## config.mk

```make
export PLATFORM = sky130hd
export DESIGN_NAME = cv32e40p_apu_arbiter_flat
export DESIGN_NICKNAME = d
export VERILOG_FILES = /design/src/rtl/cv32e40p_apu_arbiter_if.sv /design/src/rtl/cv32e40p_apu_arbiter.sv /design/src/flat_wrapper.sv
export SDC_FILE = /design/constraint.sdc
export NUM_CORES = 1
export LEC_CHECK = 0
export ABC_AREA = 1
export CAP_MARGIN = 20
export CORE_AREA = 2 2 170 172
export CTS_BUF_LIST = sky130_fd_sc_hd__clkbuf_4
export DETAILED_ROUTE_END_ITERATION = 10
export DIE_AREA = 0 0 172 174
export SYNTH_ARGS = -nofsm -noshare
export SYNTH_HDL_FRONTEND = slang
export SYNTH_SLANG_ARGS = --single-unit
```

## constraint.sdc

```tcl
create_clock -name clk_i -period 1.9 [get_ports clk_i]
set_input_delay 0.19 -clock clk_i [delete_from_list [all_inputs] [get_ports clk_i]]
set_output_delay 0.19 -clock clk_i [all_outputs]
set_load 0.05 [all_outputs]
```

## src/rtl/cv32e40p_apu_arbiter_if.sv

```systemverilog
// APU bundle between the cv32e40p cores, the shared-FPU arbiter and the FPU wrapper.
// Core-side fields are packed per core, with core 0 at the LSBs.
interface cv32e40p_apu_arbiter_if #(
    parameter int NUM_CORES    = 2,
    parameter int APU_NARGS    = 3,
    parameter int APU_WOP      = 6,
    parameter int APU_NDSFLAGS = 15,
    parameter int APU_NUSFLAGS = 5
);
    logic [NUM_CORES-1:0]              core_req_i;
    logic [NUM_CORES-1:0]              core_gnt_o;
    logic [NUM_CORES*APU_NARGS*32-1:0] core_operands_i;
    logic [NUM_CORES*APU_WOP-1:0]      core_op_i;
    logic [NUM_CORES*APU_NDSFLAGS-1:0] core_flags_i;
    logic [NUM_CORES-1:0]              core_rvalid_o;
    logic [31:0]                       core_rdata_o;
    logic [APU_NUSFLAGS-1:0]           core_rflags_o;

    logic                              fpu_req_o;
    logic                              fpu_gnt_i;
    logic [APU_NARGS*32-1:0]           fpu_operands_o;
    logic [APU_WOP-1:0]                fpu_op_o;
    logic [APU_NDSFLAGS-1:0]           fpu_flags_o;
    logic                              fpu_rvalid_i;
    logic [31:0]                       fpu_rdata_i;
    logic [APU_NUSFLAGS-1:0]           fpu_rflags_i;

    modport slave (
        input  core_req_i, core_operands_i, core_op_i, core_flags_i,
        input  fpu_gnt_i, fpu_rvalid_i, fpu_rdata_i, fpu_rflags_i,
        output core_gnt_o, core_rvalid_o, core_rdata_o, core_rflags_o,
        output fpu_req_o, fpu_operands_o, fpu_op_o, fpu_flags_o
    );

    modport master (
        output core_req_i, core_operands_i, core_op_i, core_flags_i,
        output fpu_gnt_i, fpu_rvalid_i, fpu_rdata_i, fpu_rflags_i,
        input  core_gnt_o, core_rvalid_o, core_rdata_o, core_rflags_o,
        input  fpu_req_o, fpu_operands_o, fpu_op_o, fpu_flags_o
    );
endinterface

```

## src/rtl/cv32e40p_apu_arbiter.sv

```systemverilog
// Round-robin sharing of one FPU wrapper between NUM_CORES cores.
// An in-order ID FIFO steers each FPU result back to the core that issued it.
module cv32e40p_apu_arbiter #(
    parameter int NUM_CORES       = 2,
    parameter int APU_NARGS       = 3,
    parameter int APU_WOP         = 6,
    parameter int APU_NDSFLAGS    = 15,
    parameter int APU_NUSFLAGS    = 5,
    parameter int MAX_OUTSTANDING = 4
) (
    input  logic                               clk_i,
    input  logic                               rst_i,
    cv32e40p_apu_arbiter_if.slave              apu,
    output logic [$clog2(MAX_OUTSTANDING):0]   outstanding_o,
    output logic                               err_o
);
    localparam int IDW = $clog2(NUM_CORES);
    localparam int AW  = $clog2(MAX_OUTSTANDING);
    localparam int OPW = APU_NARGS * 32;

    logic [IDW-1:0]          rr_ptr;
    logic [IDW-1:0]          win_id;
    logic [IDW-1:0]          head_id;
    logic                    any_req;
    logic                    full;
    logic                    empty;
    logic                    accept;
    logic                    pop;

    logic [IDW-1:0]          id_mem [MAX_OUTSTANDING];
    logic [AW-1:0]           wr_ptr;
    logic [AW-1:0]           rd_ptr;
    logic [AW:0]             count;

    logic [NUM_CORES-1:0]    gnt;
    logic [NUM_CORES-1:0]    rvalid;
    logic [OPW-1:0]          sel_operands;
    logic [APU_WOP-1:0]      sel_op;
    logic [APU_NDSFLAGS-1:0] sel_flags;

    // Scan downward so the lowest offset from rr_ptr is the last hit.
    always_comb begin
        int idx;
        logic [IDW-1:0] idx_id;
        win_id  = '0;
        any_req = 1'b0;
        idx     = 0;
        idx_id  = '0;
        for (int i = NUM_CORES - 1; i >= 0; i--) begin
            idx = int'(rr_ptr) + i;
            if (idx >= NUM_CORES) begin
                idx = idx - NUM_CORES;
            end
            idx_id = idx[IDW-1:0];
            if (apu.core_req_i[idx_id]) begin
                win_id  = idx_id;
                any_req = 1'b1;
            end
        end
    end

    assign full    = (count == (AW+1)'(MAX_OUTSTANDING));
    assign empty   = (count == '0);
    assign accept  = any_req & ~full & apu.fpu_gnt_i;
    assign pop     = apu.fpu_rvalid_i & ~empty;
    assign head_id = id_mem[rd_ptr];

    always_comb begin
        sel_operands = '0;
        sel_op       = '0;
        sel_flags    = '0;
        gnt          = '0;
        rvalid       = '0;
        for (int j = 0; j < NUM_CORES; j++) begin
            if (any_req && win_id == IDW'(j)) begin
                sel_operands = apu.core_operands_i[j*OPW +: OPW];
                sel_op       = apu.core_op_i[j*APU_WOP +: APU_WOP];
                sel_flags    = apu.core_flags_i[j*APU_NDSFLAGS +: APU_NDSFLAGS];
            end
            gnt[j]    = accept && (win_id == IDW'(j));
            rvalid[j] = pop && (head_id == IDW'(j));
        end
    end

    assign apu.fpu_req_o      = any_req & ~full;
    assign apu.fpu_operands_o = sel_operands;
    assign apu.fpu_op_o       = sel_op;
    assign apu.fpu_flags_o    = sel_flags;
    assign apu.core_gnt_o     = gnt;
    assign apu.core_rvalid_o  = rvalid;
    assign apu.core_rdata_o   = apu.fpu_rdata_i;
    assign apu.core_rflags_o  = apu.fpu_rflags_i;
    assign outstanding_o      = count;

    // ID storage needs no reset: entries are only read while count says valid.
    always_ff @(posedge clk_i) begin
        if (accept) begin
            id_mem[wr_ptr] <= win_id;
        end
    end

    always_ff @(posedge clk_i or posedge rst_i) begin
        if (rst_i) begin
            rr_ptr <= '0;
            wr_ptr <= '0;
            rd_ptr <= '0;
            count  <= '0;
            err_o  <= 1'b0;
        end else begin
            if (accept) begin
                wr_ptr <= wr_ptr + 1'b1;
                if (win_id == IDW'(NUM_CORES - 1)) begin
                    rr_ptr <= '0;
                end else begin
                    rr_ptr <= win_id + 1'b1;
                end
            end
            if (pop) begin
                rd_ptr <= rd_ptr + 1'b1;
            end
            unique case ({accept, pop})
                2'b10:   count <= count + 1'b1;
                2'b01:   count <= count - 1'b1;
                default: count <= count;
            endcase
            if (apu.fpu_rvalid_i && empty) begin
                err_o <= 1'b1;
            end
        end
    end
endmodule

```

## src/flat_wrapper.sv

```systemverilog
// flat-port wrapper written by rule: the top's interface ports become plain ports
module cv32e40p_apu_arbiter_flat 
#(
    parameter int NUM_CORES       = 2,
    parameter int APU_NARGS       = 3,
    parameter int APU_WOP         = 6,
    parameter int APU_NDSFLAGS    = 15,
    parameter int APU_NUSFLAGS    = 5,
    parameter int MAX_OUTSTANDING = 4
)
  (clk_i, rst_i, outstanding_o, err_o, apu_core_req_i, apu_core_operands_i, apu_core_op_i, apu_core_flags_i, apu_fpu_gnt_i, apu_fpu_rvalid_i, apu_fpu_rdata_i, apu_fpu_rflags_i, apu_core_gnt_o, apu_core_rvalid_o, apu_core_rdata_o, apu_core_rflags_o, apu_fpu_req_o, apu_fpu_operands_o, apu_fpu_op_o, apu_fpu_flags_o);
  cv32e40p_apu_arbiter_if #(.NUM_CORES(NUM_CORES), .APU_NARGS(APU_NARGS), .APU_WOP(APU_WOP), .APU_NDSFLAGS(APU_NDSFLAGS), .APU_NUSFLAGS(APU_NUSFLAGS)) apu_i ();
  input  logic clk_i;
  input  logic rst_i;
  output logic [$clog2(MAX_OUTSTANDING):0] outstanding_o;
  output logic err_o;
  input wire logic [$bits(apu_i.core_req_i)-1:0] apu_core_req_i;
  input wire logic [$bits(apu_i.core_operands_i)-1:0] apu_core_operands_i;
  input wire logic [$bits(apu_i.core_op_i)-1:0] apu_core_op_i;
  input wire logic [$bits(apu_i.core_flags_i)-1:0] apu_core_flags_i;
  input wire logic [$bits(apu_i.fpu_gnt_i)-1:0] apu_fpu_gnt_i;
  input wire logic [$bits(apu_i.fpu_rvalid_i)-1:0] apu_fpu_rvalid_i;
  input wire logic [$bits(apu_i.fpu_rdata_i)-1:0] apu_fpu_rdata_i;
  input wire logic [$bits(apu_i.fpu_rflags_i)-1:0] apu_fpu_rflags_i;
  output wire logic [$bits(apu_i.core_gnt_o)-1:0] apu_core_gnt_o;
  output wire logic [$bits(apu_i.core_rvalid_o)-1:0] apu_core_rvalid_o;
  output wire logic [$bits(apu_i.core_rdata_o)-1:0] apu_core_rdata_o;
  output wire logic [$bits(apu_i.core_rflags_o)-1:0] apu_core_rflags_o;
  output wire logic [$bits(apu_i.fpu_req_o)-1:0] apu_fpu_req_o;
  output wire logic [$bits(apu_i.fpu_operands_o)-1:0] apu_fpu_operands_o;
  output wire logic [$bits(apu_i.fpu_op_o)-1:0] apu_fpu_op_o;
  output wire logic [$bits(apu_i.fpu_flags_o)-1:0] apu_fpu_flags_o;
  assign apu_i.core_req_i = apu_core_req_i;
  assign apu_i.core_operands_i = apu_core_operands_i;
  assign apu_i.core_op_i = apu_core_op_i;
  assign apu_i.core_flags_i = apu_core_flags_i;
  assign apu_i.fpu_gnt_i = apu_fpu_gnt_i;
  assign apu_i.fpu_rvalid_i = apu_fpu_rvalid_i;
  assign apu_i.fpu_rdata_i = apu_fpu_rdata_i;
  assign apu_i.fpu_rflags_i = apu_fpu_rflags_i;
  assign apu_core_gnt_o = apu_i.core_gnt_o;
  assign apu_core_rvalid_o = apu_i.core_rvalid_o;
  assign apu_core_rdata_o = apu_i.core_rdata_o;
  assign apu_core_rflags_o = apu_i.core_rflags_o;
  assign apu_fpu_req_o = apu_i.fpu_req_o;
  assign apu_fpu_operands_o = apu_i.fpu_operands_o;
  assign apu_fpu_op_o = apu_i.fpu_op_o;
  assign apu_fpu_flags_o = apu_i.fpu_flags_o;
  cv32e40p_apu_arbiter #(.NUM_CORES(NUM_CORES), .APU_NARGS(APU_NARGS), .APU_WOP(APU_WOP), .APU_NDSFLAGS(APU_NDSFLAGS), .APU_NUSFLAGS(APU_NUSFLAGS), .MAX_OUTSTANDING(MAX_OUTSTANDING)) u_core (.clk_i(clk_i), .rst_i(rst_i), .apu(apu_i), .outstanding_o(outstanding_o), .err_o(err_o));
endmodule
```

# [After elaboration in Yosys (flattened, before gate mapping)]
# Memory sizes are Yosys's and may differ from the RTL's.
# Cells that the tools add are included.
[totals] regBits=9 ramBits=4 input_bits=277 out_inout_bits=163 wordCells=57 mem_count=1
[mem_list] name="u_core.id_mem" words=4 word_bits=1 read_ports=1 rd_ports_with_merged_regs=0 wr=1 line="cv32e40p_apu_arbiter.sv:30" source="logic [IDW-1:0] id_mem [MAX_OUTSTANDING];"
[classes] addsub=8 magnitude_cmp=4 eq_ne=3 mux=20 n_bitwise=7 reduce_logical=9
[ops] operator="2-to-1 mux 96 bit" count=2
[ops] operator="2-to-1 mux 15 bit" count=2
[ops] operator="2-to-1 mux 1 bit" count=13
[ops] operator="2-to-1 mux 6 bit" count=2
[ops] operator="logical AND 1 bit" count=7
[ops] operator="case mux 3 bit (2 select lines)" count=1
[ops] operator="adder 2 x 1 -> 2 bit, second input constant" count=2
[ops] operator="< comparator 1 x 2 -> 1 bit, second input constant" count=2
[ops] operator="NOT 1 bit" count=4
[ops] operator="adder 3 x 1 -> 3 bit, second input constant" count=1
[ops] operator="bitwise AND 1 bit" count=3
[ops] operator="equality test 3 bit, second input constant" count=1
[ops] operator="zero test 3 bit" count=1
[ops] operator="subtractor 3 x 1 -> 3 bit, second input constant" count=1
[ops] operator="adder 1 x 1 -> 2 bit, second input constant" count=1
[ops] operator="equality test 2 x 1 -> 1 bit, second input constant" count=1
[ops] operator="equality test 2 bit, second input constant" count=1
[ops] operator="greater-or-equal comparator 1 x 2 -> 1 bit, second input constant" count=1
[ops] operator="greater-or-equal comparator 2 bit, second input constant" count=1
[ops] operator="nonzero test 2 bit" count=1
[ops] operator="subtractor 1 bit, second input constant" count=2
[ops] operator="adder 1 bit, second input constant" count=1

# [Depth between registers and ports, before layout]
[depth] ltp_word=11 mapped_depth=12 mapped_depth_nobuf=12

# [Least setup slack after synthesis]
# No wires, ideal clock.
[synth_timing] path_type="register -> register" start="register u_core.count[0], in the netlist u_core.outstanding_o[0]" end="register u_core.count[2], in the netlist u_core.outstanding_o[2]" setup_ps=120 t_arrival_ps=1952 required_ps=1780 slack_ps=-171 stages_incl_launch_ff=11 path_buffers=0 synth_period_minus_slack_ps=2071 path_cell_list="dfrtp_1 > nor2_1 > nand2_1 > nand3_2 > ha_1 > inv_1 > fa_1 > nand2_1 > nand3_1 > nand2_1 > nand2_1"
[synth_via] elab_chain_cells=6 word_cells_on_any_way=13 classes_between="2 x add/sub; 3 x eq/ne; 1 x mux; 5 x bitwise; 2 x reduce/logical"
[synth_rtl] item="from (decl)" line="cv32e40p_apu_arbiter.sv:33" source="logic [AW:0] count;"
[synth_rtl] item="from (signal assigned)" line="cv32e40p_apu_arbiter.sv:122" source="2'b10: count <= count + 1'b1;"
[synth_rtl] item="from (signal assigned)" line="cv32e40p_apu_arbiter.sv:123" source="2'b01: count <= count - 1'b1;"
[synth_rtl] item="from (signal assigned)" line="cv32e40p_apu_arbiter.sv:124" source="default: count <= count;"
[synth_rtl] item="equality test 3 bit" line="cv32e40p_apu_arbiter.sv:62" source="assign full = (count == (AW+1)'(MAX_OUTSTANDING));"
[synth_rtl] item="NOT 1 bit" line="cv32e40p_apu_arbiter.sv:64" source="assign accept = any_req & ~full & apu.fpu_gnt_i;"
[synth_rtl] item="bitwise AND 1 bit (2 in a row)" line="cv32e40p_apu_arbiter.sv:64"
[synth_rtl] item="equality test 2 x 1 -> 1 bit / equality test 2 bit (equally long branches)" line="cv32e40p_apu_arbiter.sv:121" source="unique case ({accept, pop})"
[synth_rtl] item="case mux 3 bit (2 select lines) / nonzero test 2 bit (equally long branches)"
# Several ways; a longest one is shown, not always the timed one.
# A chain may end at the register's enable or synchronous reset.

# [Worst setup path in the final report]
[layout_timing] start="register u_core.rr_ptr" end="output port apu_fpu_flags_o[5]"
[layout_via] elab_chain_cells=11 word_cells_on_any_way=20 classes_between="3 x add/sub; 2 x order compare; 12 x mux; 1 x bitwise; 2 x reduce/logical"
[layout_rtl] item="from (decl)" line="cv32e40p_apu_arbiter.sv:21" source="logic [IDW-1:0] rr_ptr;"
[layout_rtl] item="from (signal assigned)" line="cv32e40p_apu_arbiter.sv:115" source="rr_ptr <= win_id + 1'b1;"
[layout_rtl] item="adder 1 x 1 -> 2 bit" line="cv32e40p_apu_arbiter.sv:50" source="idx = int'(rr_ptr) + i;"
[layout_rtl] item="greater-or-equal comparator 2 bit / subtractor 1 bit (equally long branches)" line="cv32e40p_apu_arbiter.sv:51, cv32e40p_apu_arbiter.sv:52"
[layout_rtl] item="2-to-1 mux 1 bit" line="cv32e40p_apu_arbiter.sv:51" source="if (idx >= NUM_CORES) begin"
[layout_rtl] item="2-to-1 mux 1 bit (implied by the code) (2 in a row)" line="cv32e40p_apu_arbiter.sv:55" source="if (apu.core_req_i[idx_id]) begin"
[layout_rtl] item="2-to-1 mux 1 bit (2 in a row)" line="cv32e40p_apu_arbiter.sv:55"
[layout_rtl] item="NOT 1 bit" line="cv32e40p_apu_arbiter.sv:75" source="if (any_req && win_id == IDW'(j)) begin"
[layout_rtl] item="logical AND 1 bit" line="cv32e40p_apu_arbiter.sv:75"
[layout_rtl] item="2-to-1 mux 15 bit" line="cv32e40p_apu_arbiter.sv:75"
[layout_rtl] item="2-to-1 mux 15 bit (*)" line="cv32e40p_apu_arbiter.sv:75"
[layout_rtl] item="to (decl)" line="flat_wrapper.sv:32" source="output wire logic [$bits(apu_i.fpu_flags_o)-1:0] apu_fpu_flags_o;"
# Mark *: on every way between the ends. The rest lies on a longest branch, timed or not. The select of a mux whose other input is x is not followed.

==> flow_summary.yaml <==
run_status:
  run_status: "finished with violations"
  violated_checks: "setup timing"
layout:
  drive_above_1_share_pct: 41.0
  final_core_utilization_pct: 31.6
  fillerInstances: 3018
  ant_diodes: 0
  area_delta_synth_final_pct: 230
  num-nets-final: 1140
setup_path:
  critPathTopFamily: "buffers and inverters"
  reg2regPathDepth: 10
  worst-endpoint-arrival_ps: 1710
  critical_path_class: "reg2out"
  setup.worst_path.end_class: "primary output"
  setup.worst_path.start_class: "register"
  cp_data_required_time_ps: 1710
  path_buf_inv: 4
  worstPathMaxFanout: 8
  cpMaxStageDelayCell: "sky130_fd_sc_hd__dfrtp_1"
  max_stage_delay_ps: 400
  critical_path.cell_chain: "inv_2, nand2_4, nand2_8, buf_12, clkbuf_16, nand3_1, nand2_2, buf_12"
  critical_path_depth: 8
  worst_path_most_repeated_cell: "sky130_fd_sc_hd__buf_12"
cts:
  clkTransAtPathRegs_ps: 90
  cts_hold_buffers: 0
  clk_path_buf_depth: 2
  tritoncts: "built"
  htreeDepth: 1
  tritoncts_num_sinks: 13
  clk_root_buffer_cell: "sky130_fd_sc_hd__clkbuf_4"
  clkLatencyLatePin_ps: 290
  tritoncts.num_buffers: 3
logic_synthesis:
  postSynthRegisterBits: 13
  syn_area_per_cell_sq_um: 5.27
  synth_area_leader_cell: "sky130_fd_sc_hd__nand2_1"
  synth_area_leaders: "sky130_fd_sc_hd__nand2_1 36%, sky130_fd_sc_hd__nand3_1 22%, sky130_fd_sc_hd__buf_4 12%"
  part_of_the_yosys_area_used_for_sequential_elements_pct: 12.8
  synth.net_count: 796
  synth_top_area_share_pct: 35.8
  yosysUniqueCellTypes: 23
  synth_top_flop_cell: "sky130_fd_sc_hd__dfrtp_1"
  syn-instance-count: 513
  synth-async-reset-ratio_pct: 69.2
  synth_edf_count: 4
  netlist_area_sq_um: 2700
  ys_warn_count: 0
flow_run:
  max_cap_violations: 0
timing:
  maxSlewHeadroom_pct: 65.1
  setup_viol: 1
  fin_setup_tns_ps: -2.70
  final_hold_violating_endpoints: 0
  rsz_0062_raised_after_global_routing: "true"
  period_minus_slack_ps: 1900
  fmax_mhz: 526
  worst_clock_skew_ps: 8.80
  timing_max_transition_violations_final: 0
  timing.final.ws_setup_ps: -2.70
  finalCritPeriodShare_pct: 100
  worstMarginPinSlew_ps: 522
global_routing:
  grtUsageTotal_pct: 9.99
  antenna_violations_before_repair: 0
  grt_pass1_wl_microns: 23900
  first_global_vias: 4557
  grt_overflow: 0
  grt_start_max_net_pins: 64
floorplan:
  coreArea_sq_um: 28200
  die-area_sq_um: 29900
  fp.dieW_microns: 172
  floorplan.die.height_microns: 174
  io-pin-count: 440
  floorplan.initialDensity_pct: 9.57
  cell_rows: 62
routing:
  wirelength_microns: 19600
  drtAntennaViolNets: 0
  vias_per_cell: 3.83
  drt_first_pass_iters: 4
  drt_iter0_drc: 154
  post_drt_wl_per_cell_microns: 15.8
  vias: 4755
  remaining_drc_errors: 0
power_and_ir_drop:
  power_per_cell_area_nw_per_um2: 772
  worst_ir_drop_vdd_mv: 0.307
  power.leakage_uw: 0.00394
placement:
  gpl.final_weighted_congestion: 0.780
  place.detailed.hpwl_microns: 14100
  numPortBuffers: 365
worst_hold_path:
  hold_class: "in2async"
## per-layer routing
metal | routed length (microns) | global-route usage, %
met1 | 7020 | 10.8
met2 | 10400 | 18.7
met3 | 1800 | 3.35
met4 | 463 | 2.03
met5 | 0 | 0
## final timing paths
path	startpoint	to	slack, ps
worst max-delay path	u_core.rr_ptr	apu_fpu_flags_o[5]	-3
worst min-delay path	rst_i	u_core.rd_ptr[1]	170
worst max register to register	u_core.outstanding_o[0]	u_core.outstanding_o[2]	120
worst min register to register	u_core.err_o	u_core.err_o	500
max in group asynchronous	rst_i	u_core.outstanding_o[0]	1440
min in group clk_i	apu_fpu_rdata_i[1]	apu_core_rdata_o[1]	380
## stage by stage
stage / area (sq um) / worst slack (ps) / cells / power (uW) / hold slack [ps]
floorplan: 2720 / 13.1 / 513 / 3320 / 17.7
global route: 8910 / -86.2 / 1240 / 7230 / 188
finish: 8910 / -2.70 / 1240 / 6880 / 171
detailed placement: 7880 / -40.9 / 1212 / 6030 / 380
CTS: 7910 / 7.11 / 1216 / 6230 / 188
global placement: 7880 / -8.46 / 1212 / 5980 / 380
## timing repair
action | in CTS | in global routing
buffers inserted | 0 | 5
cloned | 0 | 19
endpoints found under the setup margin | 7 | 97
resized for setup | 3 | 196
endpoints found under the hold margin | 0 | 0
pin swaps | 0 | 21
## sequential cells by signal, indices dropped and copies added, names as in the netlist
signal / flops
u_core.id_mem: 4
u_core.outstanding_o: 3
u_core.rd_ptr: 2
u_core.wr_ptr: 2
u_core.err_o: 1
u_core.rr_ptr: 1
## Yosys cell counts, types with 2 or more instances
cell	number
sky130_fd_sc_hd__dfrtp_1	9
sky130_fd_sc_hd__clkbuf_1	2
sky130_fd_sc_hd__buf_2	27
sky130_fd_sc_hd__buf_6	4
sky130_fd_sc_hd__ha_1	5
sky130_fd_sc_hd__xnor2_1	2
sky130_fd_sc_hd__o21ai_0	2
sky130_fd_sc_hd__nor2_1	7
sky130_fd_sc_hd__nand3_1	119
sky130_fd_sc_hd__nand4_1	4
sky130_fd_sc_hd__nand2_2	2
sky130_fd_sc_hd__buf_4	42
sky130_fd_sc_hd__edfxtp_1	4
sky130_fd_sc_hd__inv_1	18
sky130_fd_sc_hd__nand2_1	258
## cells in the final DEF, fill, tap and decap left out, drive strengths merged
cell and n:
nor2 7, dlymetal6s2s 1, clkinv 2, nand4 4, inv 21, xnor2 2, clkbuf 14, a31o 1
clkdlybuf4s50 240, ha 5, edfxtp 4, fa 1, nand3b 1, o21ai 2, a21oi 1, and2 1
nand2 260, buf 160, dfrtp 9, nand3 120
## worst register-to-register path, cell delays in order, from the launching register on
cell and delay [ps]:
sky130_fd_sc_hd__dfrtp_2 460, sky130_fd_sc_hd__nor2_4 150, sky130_fd_sc_hd__nand2_2 90, sky130_fd_sc_hd__nand3_4 80
sky130_fd_sc_hd__ha_1 170, sky130_fd_sc_hd__inv_1 70, sky130_fd_sc_hd__fa_1 380, sky130_fd_sc_hd__nand2_1 100
sky130_fd_sc_hd__nand3_1 80, sky130_fd_sc_hd__nand2_1 60, sky130_fd_sc_hd__nand2_1 40
## final cells by class
cell class | instances | area [sq um] | share of cell area, %
Timing Repair Buffer | 412 | 5650 | 63.4
Multi-Input combinational cell | 405 | 2290 | 25.7
Tap cell | 384 | 480 | 5.39
Sequential cell | 13 | 349 | 3.92
Inverter | 20 | 87.6 | 0.983
Timing Repair inverter | 2 | 28.8 | 0.323
Clock buffer | 3 | 22.5 | 0.253
Clock inverter | 1 | 5.00 | 0.0562
## kinds of logic after synthesis
logic type / count (synthesis) / synth area share [%]
flops: 13 / 12.8
buf+inv: 95 / 21.5
simple gates: 393 / 61.1
compound gates: 4 / 0.880
xor+xnor: 2 / 0.649
fa+ha+maj: 6 / 3.06
## report_power, final
part           total (uW)  switching, uW  leakage [uW]  internal [uW]
Sequential            513            113      0.000139            400
Combinational        6190           3270       0.00378           2920
Clock                 177           98.4     0.0000177           78.3
Total                6880           3480       0.00394           3400
No activity file was read; power rests on OpenSTA's default activity.
